**config.mk**
```make
export PLATFORM = sky130hd
export DESIGN_NAME = exibe_sequencia_flat
export DESIGN_NICKNAME = d
export VERILOG_FILES = /design/src/rtl/exibe_pkg.sv /design/src/rtl/exibe_sequencia_if.sv /design/src/rtl/contador_m.sv /design/src/rtl/exibe_sequencia.sv /design/src/flat_wrapper.sv
export SDC_FILE = /design/constraint.sdc
export NUM_CORES = 1
export LEC_CHECK = 0
export ABC_AREA = 1
export CORE_UTILIZATION = 49
export CTS_CLUSTER_DIAMETER = 100
export DETAILED_ROUTE_END_ITERATION = 10
export PLACE_DENSITY = 0.76
export SYNTH_ARGS = -nofsm -noshare
export SYNTH_HDL_FRONTEND = slang
export SYNTH_SLANG_ARGS = --single-unit
export TNS_END_PERCENT = 50
```
**constraint.sdc**
```tcl
create_clock -name clock -period 3.6 [get_ports clock]
set_clock_uncertainty 0.1 [all_clocks]
set_input_delay 0.72 -clock clock [delete_from_list [all_inputs] [get_ports clock]]
set_output_delay 0.72 -clock clock [all_outputs]
set_load 0.01 [all_outputs]
```
**src/rtl/exibe_pkg.sv**
```systemverilog
// Shared definitions for the sequence playback stage: FSM state
// encoding, default timing constants and width helpers.
package exibe_pkg;

   // Playback FSM states; the encodings are fixed so other blocks of
   // the game can decode them if they ever need to.
   typedef enum logic [1:0] {
      OCIOSO  = 2'd0,
      ACESO   = 2'd1,
      APAGADO = 2'd2,
      FIM     = 2'd3
   } estado_t;

   // Default lit / blank durations, in clock cycles.
   localparam int T_ON_PADRAO  = 500;
   localparam int T_OFF_PADRAO = 250;

   // Larger of two integers, used to size the shared timer.
   function automatic int max_int(input int a, input int b);
      return (a > b) ? a : b;
   endfunction

   // Bits needed to count 0..m-1; never less than one bit so that
   // m=1 still yields a legal vector.
   function automatic int largura_timer(input int m);
      return (m > 1) ? $clog2(m) : 1;
   endfunction

endpackage

```
**src/rtl/exibe_sequencia_if.sv**
```systemverilog
// Signal bundle between the playback stage and its surroundings:
// game FSM control, sequence memory read port and LED/mux outputs.
interface exibe_sequencia_if #(
   parameter int N_ADDR = 4,
   parameter int W_DATA = 4
);

   logic              iniciar;
   logic [N_ADDR-1:0] limite;
   logic [W_DATA-1:0] dado_mem;
   logic [N_ADDR-1:0] endereco;
   logic [W_DATA-1:0] leds;
   logic              sel_mux;
   logic              ocupado;
   logic              pronto;

   // Game side: requests playback, supplies memory data, watches status.
   modport master (
      output iniciar, limite, dado_mem,
      input  endereco, leds, sel_mux, ocupado, pronto
   );

   // Playback stage side.
   modport slave (
      input  iniciar, limite, dado_mem,
      output endereco, leds, sel_mux, ocupado, pronto
   );

endinterface

```
**src/rtl/contador_m.sv**
```systemverilog
// Parameterised modulo-M counter with synchronous clear. Q runs
// 0..M-1 while conta is high and wraps to 0; fim flags Q==M-1.
module contador_m
   import exibe_pkg::*;
#(
   parameter int M = 4
) (
   input  logic                         clock,
   input  logic                         reset,
   input  logic                         zera,
   input  logic                         conta,
   output logic [largura_timer(M)-1:0]  Q,
   output logic                         fim
);

   localparam int W = largura_timer(M);

   assign fim = (Q == W'(M - 1));

   // Count register: reset and zera clear, conta advances with wrap.
   always_ff @(posedge clock) begin
      // NOTE: state is updated with <= so every register samples the
      // pre-edge values, independent of statement order.
      if (!reset || zera) begin
         Q <= '0;
      end else if (conta) begin
         Q <= fim ? '0 : Q + 1'b1;
      end
   end

endmodule

```
**src/rtl/exibe_sequencia.sv**
```systemverilog
// Sequence playback stage for the Memory Challenge game. On a start
// request it shows memory entries 0..limite on the LEDs, each lit for
// T_ON cycles followed by a T_OFF-cycle blank, owns the LED mux while
// doing so, and pulses pronto for one cycle when it is done.
module exibe_sequencia
   import exibe_pkg::*;
#(
   parameter int N_ADDR = 4,
   parameter int W_DATA = 4,
   parameter int T_ON   = T_ON_PADRAO,
   parameter int T_OFF  = T_OFF_PADRAO
) (
   input  logic              clock,
   input  logic              reset,
   exibe_sequencia_if.slave  bus
);

   // One timer serves both phases; it is sized for the longer one and
   // each phase compares against its own terminal value.
   localparam int T_MAX = max_int(T_ON, T_OFF);
   localparam int TW    = largura_timer(T_MAX);

   estado_t           estado;
   estado_t           prox;
   logic [N_ADDR-1:0] endereco;
   logic [N_ADDR-1:0] limite_reg;
   logic [TW-1:0]     timer;
   logic              timer_fim;
   logic              zera;
   logic              conta;
   logic              fim_aceso;
   logic              fim_apagado;
   logic              ultimo;

   // Terminal-count detection per phase. When a phase is the longer
   // one, the counter's own wrap flag marks its last cycle.
   assign fim_aceso   = (T_ON  == T_MAX) ? timer_fim : (timer == TW'(T_ON  - 1));
   assign fim_apagado = (T_OFF == T_MAX) ? timer_fim : (timer == TW'(T_OFF - 1));

   // The address is compared before any increment, so the last entry
   // of a full-size sequence never wraps back to 0.
   assign ultimo = (endereco == limite_reg);

   // Timer runs only while an entry is lit or blanked, and restarts at
   // 0 at every phase boundary and whenever playback is not active.
   assign conta = (estado == ACESO) || (estado == APAGADO);
   assign zera  = (estado == OCIOSO) || (estado == FIM) ||
                  ((estado == ACESO)   && fim_aceso) ||
                  ((estado == APAGADO) && fim_apagado);

   contador_m #(
      .M (T_MAX)
   ) u_timer (
      .clock (clock),
      .reset (reset),
      .zera  (zera),
      .conta (conta),
      .Q     (timer),
      .fim   (timer_fim)
   );

   // State register with synchronous active-low reset.
   always_ff @(posedge clock) begin
      if (!reset) begin
         estado <= OCIOSO;
      end else begin
         estado <= prox;
      end
   end

   // Next-state logic; start requests are honoured only when idle.
   always_comb begin
      // NOTE: prox gets a default before the case so every path assigns
      // it and no latch is inferred.
      prox = estado;
      unique case (estado)
         OCIOSO:  if (bus.iniciar) prox = ACESO;
         ACESO:   if (fim_aceso)   prox = APAGADO;
         APAGADO: if (fim_apagado) prox = ultimo ? FIM : ACESO;
         FIM:     prox = OCIOSO;
         default: prox = OCIOSO;
      endcase
   end

   // Address and round-limit registers: loaded on start, address steps
   // at the end of each blank that is not the last one, then holds.
   always_ff @(posedge clock) begin
      if (!reset) begin
         endereco   <= '0;
         limite_reg <= '0;
      end else if ((estado == OCIOSO) && bus.iniciar) begin
         endereco   <= '0;
         limite_reg <= bus.limite;
      end else if ((estado == APAGADO) && fim_apagado && !ultimo) begin
         endereco   <= endereco + 1'b1;
      end
   end

   assign bus.endereco = endereco;

   // Moore outputs decoded from the current state only.
   always_comb begin
      bus.leds    = '0;
      bus.sel_mux = 1'b0;
      bus.ocupado = 1'b0;
      bus.pronto  = 1'b0;
      unique case (estado)
         OCIOSO: ;
         ACESO: begin
            bus.leds    = bus.dado_mem;
            bus.sel_mux = 1'b1;
            bus.ocupado = 1'b1;
         end
         APAGADO: begin
            bus.sel_mux = 1'b1;
            bus.ocupado = 1'b1;
         end
         FIM: begin
            bus.ocupado = 1'b1;
            bus.pronto  = 1'b1;
         end
         default: ;
      endcase
   end

endmodule

```
**src/flat_wrapper.sv**
```systemverilog
// flat-port wrapper written by rule: the top's interface ports become plain ports
module exibe_sequencia_flat import exibe_pkg::*;
#(
   parameter int N_ADDR = 4,
   parameter int W_DATA = 4,
   parameter int T_ON   = T_ON_PADRAO,
   parameter int T_OFF  = T_OFF_PADRAO
)
  (clock, reset, bus_iniciar, bus_limite, bus_dado_mem, bus_endereco, bus_leds, bus_sel_mux, bus_ocupado, bus_pronto);
  exibe_sequencia_if #(.N_ADDR(N_ADDR), .W_DATA(W_DATA)) bus_i ();
  input  logic clock;
  input  logic reset;
  input wire logic [$bits(bus_i.iniciar)-1:0] bus_iniciar;
  input wire logic [$bits(bus_i.limite)-1:0] bus_limite;
  input wire logic [$bits(bus_i.dado_mem)-1:0] bus_dado_mem;
  output wire logic [$bits(bus_i.endereco)-1:0] bus_endereco;
  output wire logic [$bits(bus_i.leds)-1:0] bus_leds;
  output wire logic [$bits(bus_i.sel_mux)-1:0] bus_sel_mux;
  output wire logic [$bits(bus_i.ocupado)-1:0] bus_ocupado;
  output wire logic [$bits(bus_i.pronto)-1:0] bus_pronto;
  assign bus_i.iniciar = bus_iniciar;
  assign bus_i.limite = bus_limite;
  assign bus_i.dado_mem = bus_dado_mem;
  assign bus_endereco = bus_i.endereco;
  assign bus_leds = bus_i.leds;
  assign bus_sel_mux = bus_i.sel_mux;
  assign bus_ocupado = bus_i.ocupado;
  assign bus_pronto = bus_i.pronto;
  exibe_sequencia #(.N_ADDR(N_ADDR), .W_DATA(W_DATA), .T_ON(T_ON), .T_OFF(T_OFF)) u_core (.clock(clock), .reset(reset), .bus(bus_i));
endmodule
```
==> metrics.cfg, run 1 <==
[logic_synthesis]
yosysTopAreaCell = dfxtp_1
mappedNetlistArea_sq_um = 1160
yosysWarnings = 0
ys_ff_latch = 19
synthCells = 172
yosysUniqueCellTypes = 24
syn-num-nets = 191
synth_area_leaders = dfxtp_1, nand2_1, ha_1
synth.top_cell.area_share_pct = 32.9
yosysSeqAreaShare_pct = 32.9
syn_area_per_cell_sq_um = 6.73

[cts]
clockBufferDepth = 2
cts_made_buffers = 3
ctsHoldBuffers = 0
cts_htree_levels = 1
clk_latency_ns = 0.30
cts_tree = yes
clkTransAtPathRegs_ns = 0.11
cts-resized-gates = 0
post_cts_buffers = 0
cts_root_buffer = clkbuf_4
clock-sinks = 19

[die]
num_rows = 17
die_x_um = 50.6
coreArea_sq_um = 2210
initial_core_util_pct = 52.3
fp.dieArea_sq_um = 2560
die_h_um = 50.6
io_pins = 22

[layout]
n_antenna_cell = 0
multiInputGateArea_sq_um = 659
area.sequential_sq_um = 380
nets = 216
final_area_sq_um = 1420
n_fill_cell = 220
drive_above_1_share_pct = 6.63
areaGrowthSynthToFinish_pct = 23.0
largest_reg_flops = 9

[global_route]
grt_pass1_wl_mm = 4.00
grt_remaining_overflow = 0
grt_pass1_vias = 910
antenna_found_initial = 0
grt_max_degree = 11
track_usage_pct = 21.1

[place]
port_buffers = 21
dp_hpwl_mm = 1.87
place_congestion = 0.855
placed_area_sq_um = 1400

[detailed_routing]
route.detailed.drc = 0
wl_mm = 2.37
drt_iter0_markers = 47
vias = 1077
viasPerCell = 4.81
wl_per_cell_um = 10.6
dr.pass1.iters = 4
postRouteAntennaNets = 0

[sta]
fmax_ghz = 0.365
period_needed_ns = 2.74
maxSlewHeadroom_pct = 79.3
finalSetupViolations = 0
worstMarginPinSlew_ns = 0.310
final_max_slew_viol_count = 0
fin_crit_sh_pct = 76.1
rsz0062_at_grt = false
hold_viol = 0
setup_tns_ns = 0

[setup_path]
critPathKind = reg2out
r2r-start = u_core.estado[0]$_SDFFE_PN0P_
required_ns = 2.78
start_kind = register
endpoint_kind = output pin
crit_fanout = 8
crit_start = u_core.estado[0]$_SDFFE_PN0P_
crit_arrival_ns = 1.92

[power_and_ir_drop]
p_total_mw = 0.753
p_per_area_nw_per_um2 = 529
ir_drop_v = 0.000298
p_leak_nw = 0.606

[min_path]
hp-start = u_core.limite_reg[2]$_SDFFE_PN0P_
hold_path.class = reg2reg

[outcome]
outcome = finished, final reports clean

[flow_run]
maxCapViolations = 0

## kinds of logic (layout without fill, tap and decap cells)
| logic type | Yosys count | after routing | share of synthesized area, % |
|---|---|---|---|
| AOI/OAI and AO/OA | 16 | 16 | 7.46 |
| xor gates and xnor gates | 8 | 8 | 6.05 |
| adders and majority gates | 8 | 8 | 8.65 |
| buffers and inverters | 31 | 55 | 10.2 |
| DFF | 19 | 19 | 32.9 |
| and+or+nand+nor | 90 | 90 | 34.8 |
## final cells by class
class                   count  share of cell area [%]
clock buffers               4                    1.85
inverters                  30                    7.91
multi-input cells         122                    46.3
flip-flops and latches     19                    26.7
well taps                  28                    2.46
repair buffers             21                    14.8
## cell usage after synthesis (all sizes together)
cell type and count:
nand3b 1, nor3 1, nor2 23, nand2 51, clkinv 1, and2 1, xor2 7, a31oi 1
o21ai 5, o21bai 1, o21a 1, nand4 3, inv 29, nand3 10, buf 1, xnor2 1
a21oi 8, dfxtp 19, ha 8
## routing by layer
layer	vias to the layer above	global-route usage [%]	wire, um
met4	0	9.72	46
met2	33	32.9	1030
met5	-	0	0
met1	463	28.2	1190
li1	576	-	-
met3	5	3.64	101
## worst paths after layout
kind / depth (start not counted) / endpoint / slack (ns)
setup / recovery: 3 / bus_sel_mux / 0.86
hold / removal: 2 / u_core.limite_reg[2]$_SDFFE_PN0P_ / 0.38
setup reg to reg: 7 / u_core.u_timer.Q[8]$_SDFFE_PP0P_ / 1.66
hold reg to reg: 2 / u_core.limite_reg[2]$_SDFFE_PN0P_ / 0.38
## power by group
part / total [mW] / internal, mW / switching [mW]
clock: 0.110 / 0.0432 / 0.0670
sequential: 0.259 / 0.236 / 0.0224
combinational: 0.384 / 0.157 / 0.227
total: 0.753 / 0.437 / 0.316
## cell usage in the layout, fill, tap and decap left out
cell,instances
nor2_1,20
a21oi_1,8
clkbuf_1,1
o21a_1,1
nand3_1,8
o21ai_0,4
o21bai_1,1
xnor2_1,1
nand2_2,2
clkdlybuf4s50_1,21
nand3_2,2
nand2_1,49
clkinv_1,1
xor2_1,7
inv_1,26
ha_1,8
clkbuf_4,3
inv_2,3
o21ai_1,1
dfxtp_1,19
and2_1,1
nand4_1,3
nor2_4,3
nand3b_1,1
nor3_1,1
a31oi_1,1
## through the flow
step | worst slack (ns) | cells | util (%) | hold slack, ns
finish | 0.859 | 224 | 64.4 | 0.378
global route | 0.738 | 224 | 64.4 | 0.400
CTS | 0.854 | 224 | 64.4 | 0.381
detailed placement | 0.973 | 220 | 63.2 | 0.364
global placement | 0.994 | 220 | 63.2 | 0.355
floorplan | 1.92 | 172 | - | 0.343
## critical path: stages (launching register included)
cell and delay, ns:
dfxtp_1 0.41, inv_1 0.12, ha_1 0.49, clkdlybuf4s50_1 0.60
No activity file was read; power rests on OpenSTA's default activity.
==> run 2, diff against run 1 <==
--- a/config.mk
+++ b/config.mk
@@ -6,10 +6,10 @@
 export NUM_CORES = 1
 export LEC_CHECK = 0
 export ABC_AREA = 1
-export CORE_UTILIZATION = 49
+export CORE_UTILIZATION = 46
 export CTS_CLUSTER_DIAMETER = 100
 export DETAILED_ROUTE_END_ITERATION = 10
-export PLACE_DENSITY = 0.76
+export PLACE_DENSITY = 0.75
 export SYNTH_ARGS = -nofsm -noshare
 export SYNTH_HDL_FRONTEND = slang
 export SYNTH_SLANG_ARGS = --single-unit
==> constraint.sdc (replaced) <==
create_clock -name clock -period 2.3 [get_ports clock]
set_clock_uncertainty 0.1 [all_clocks]
set_input_delay 0.46 -clock clock [delete_from_list [all_inputs] [get_ports clock]]
set_output_delay 0.46 -clock clock [all_outputs]
set_load 0.01 [all_outputs]
==> run 2 against run 1 <==
Global-route usage fell by 0.80 points. Largest power group unchanged. Highest routed layer unchanged. Flip-flop and latch count did not move. Cell count rose by 0.45%. Clock-buffer cell count fell by 1.
==> metrics.cfg, run 2 (same netlist as run 1, synthesis figures left out) <==
[cts]
cts_tree = yes  ; unchanged
cts_root_buffer = clkbuf_4  ; unchanged
cts_made_buffers = 3  ; unchanged
clock-sinks = 19  ; unchanged
clockBufferDepth = 2  ; unchanged
clkTransAtPathRegs_ns = 0.11  ; about the same
clk_latency_ns = 0.31  ; was 0.30 ns
cts_htree_levels = 1  ; unchanged
post_cts_buffers = 0  ; unchanged

[layout]
nets = 217  ; was 216
layout_commonest_cell = nand2_1  ; unchanged
final_area_sq_um = 1450  ; was 1420 sq um
n_antenna_cell = 0  ; unchanged
largest_reg_flops = 9  ; unchanged
areaGrowthSynthToFinish_pct = 25.1  ; was 23.0%
n_fill_cell = 202  ; was 220
layout_common_cells = nand2_1, inv_1, clkdlybuf4s50_1  ; unchanged
drive_above_1_share_pct = 9.64  ; was 6.63%

[die]
io_pins = 22  ; unchanged
num_rows = 17  ; unchanged
die_x_um = 52.2  ; was 50.6 um
fp.dieArea_sq_um = 2720  ; was 2560 sq um
die_h_um = 52.2  ; was 50.6 um
initial_core_util_pct = 50.4  ; was 52.3%
coreArea_sq_um = 2300  ; was 2210 sq um

[detailed_routing]
wl_mm = 2.44  ; was 2.37 mm
viasPerCell = 4.91  ; was 4.81
postRouteAntennaNets = 0  ; unchanged
dr.pass1.iters = 4  ; unchanged
vias = 1104  ; was 1077
wl_per_cell_um = 10.8  ; was 10.6 um
route.detailed.drc = 0  ; unchanged
drt_iter0_markers = 21  ; was 47

[power_and_ir_drop]
p_leak_nw = 0.615  ; was 0.606 nW
ir_drop_v = 0.000696  ; was 0.000298 V
p_per_area_nw_per_um2 = 843  ; was 529 nW/um^2

[sta]
fin_crit_sh_pct = 95.8
final_max_slew_viol_count = 0  ; unchanged
worstMarginPinSlew_ns = 0.313  ; was 0.310 ns
finalSetupViolations = 0  ; unchanged
setup_tns_ns = 0  ; unchanged
fmax_ghz = 0.454
rsz0062_at_grt = false  ; unchanged
hold_viol = 0  ; unchanged
period_needed_ns = 2.20
maxSlewHeadroom_pct = 79.1  ; was 79.3%

[global_route]
track_usage_pct = 20.4  ; was 21.1%
grt_remaining_overflow = 0  ; unchanged
grt_pass1_vias = 949  ; was 910
grt_max_degree = 12  ; was 11
antenna_found_initial = 0  ; unchanged
grt_pass1_wl_mm = 3.95  ; was 4.00 mm

[setup_path]
endpoint_kind = output pin  ; unchanged
rrSetupSlack_ns = 0.53  ; was 1.66 ns
crit_start = u_core.estado[0]$_SDFFE_PN0P_  ; unchanged
start_kind = register  ; unchanged
crit_fanout = 4  ; was 8
r2r-start = u_core.estado[0]$_SDFFE_PN0P_  ; unchanged
critPathKind = reg2out  ; unchanged
required_ns = 1.74  ; was 2.78 ns
crit_arrival_ns = 1.64  ; was 1.92 ns

[min_path]
hold_path.class = reg2reg  ; unchanged
hp-start = u_core.limite_reg[0]$_SDFFE_PN0P_  ; was u_core.limite_reg[2]$_SDFFE_PN0P_

[place]
port_buffers = 21  ; unchanged
place_congestion = 0.790  ; was 0.855
placed_area_sq_um = 1410  ; was 1400 sq um
dp_hpwl_mm = 1.82  ; was 1.87 mm

[outcome]
outcome = finished, final reports clean  ; unchanged

[flow_run]
maxCapViolations = 0  ; unchanged

==> run 2: cell types whose count changed in the layout (fill, tap and decap cells not counted) <==
cell      delta
clkinv_2     +1
clkbuf_1     -1
inv_1        -1
dfxtp_2      +2
inv_2        +1
ha_4         +1
buf_4        +1
dfxtp_1      -2
ha_1         -1
==> run 2: layout make-up <==
type / instances / area (sq um) / area share [%]
Timing Repair Buffer: 22 / 218 / 15.0
Clock inverter: 1 / 5.00 / 0.346
Tap cell: 28 / 35.0 / 2.42
Clock buffer: 3 / 22.5 / 1.56
Sequential cell: 19 / 383 / 26.4
Inverter: 30 / 113 / 7.78
Multi-Input combinational cell: 122 / 672 / 46.4
==> run 2: metal layers <==
layer	track usage [%]	share of wire, %	up-vias
met5	0	0	-
met1	24.1	45	491
li1	-	-	576
met4	10.5	1.9	0
met3	5.56	6.9	4
met2	33.3	46	33
==> run 2: worst paths after layout <==
path	end	cells past startpoint
max reg2reg	u_core.u_timer.Q[8]$_SDFFE_PP0P_	8
max	bus_sel_mux	3
min	u_core.limite_reg[0]$_SDFFE_PN0P_	2
min reg2reg	u_core.limite_reg[0]$_SDFFE_PN0P_	2
==> run 2: where the power goes <==
| part | internal, mW | switching (mW) | total (mW) |
|---|---|---|---|
| clock | 0.0650 | 0.110 | 0.175 |
| sequential | 0.374 | 0.0396 | 0.413 |
| combinational | 0.271 | 0.361 | 0.632 |
==> run 2: through the flow <==
step,power (mW),hold slack [ns],setup slack [ns],util (%),cells
3_3_place_gp,1.01,0.353,0.215,61.2,221
3_5_place_dp,1.02,0.367,0.199,61.2,221
2_1_floorplan,0.814,0.343,0.616,-,172
6_report,1.22,0.381,0.0961,63.0,225
5_1_grt,1.32,0.408,0.0184,63.0,225
4_1_cts,1.20,0.384,0.00772,62.5,225
==> run 2: worst max-delay path, stage by stage (launching register included) <==
cell	delay, ns
dfxtp_2	0.40
inv_1	0.10
ha_1	0.31
clkdlybuf4s50_1	0.53
==> run 2: repair_timing <==
action | in CTS | in global routing
hold buffers | 0 | 0
resized for setup | 1 | 4
cloned | 0 | 0
pin swaps | 0 | 0
setup endpoints to repair | 4 | 5
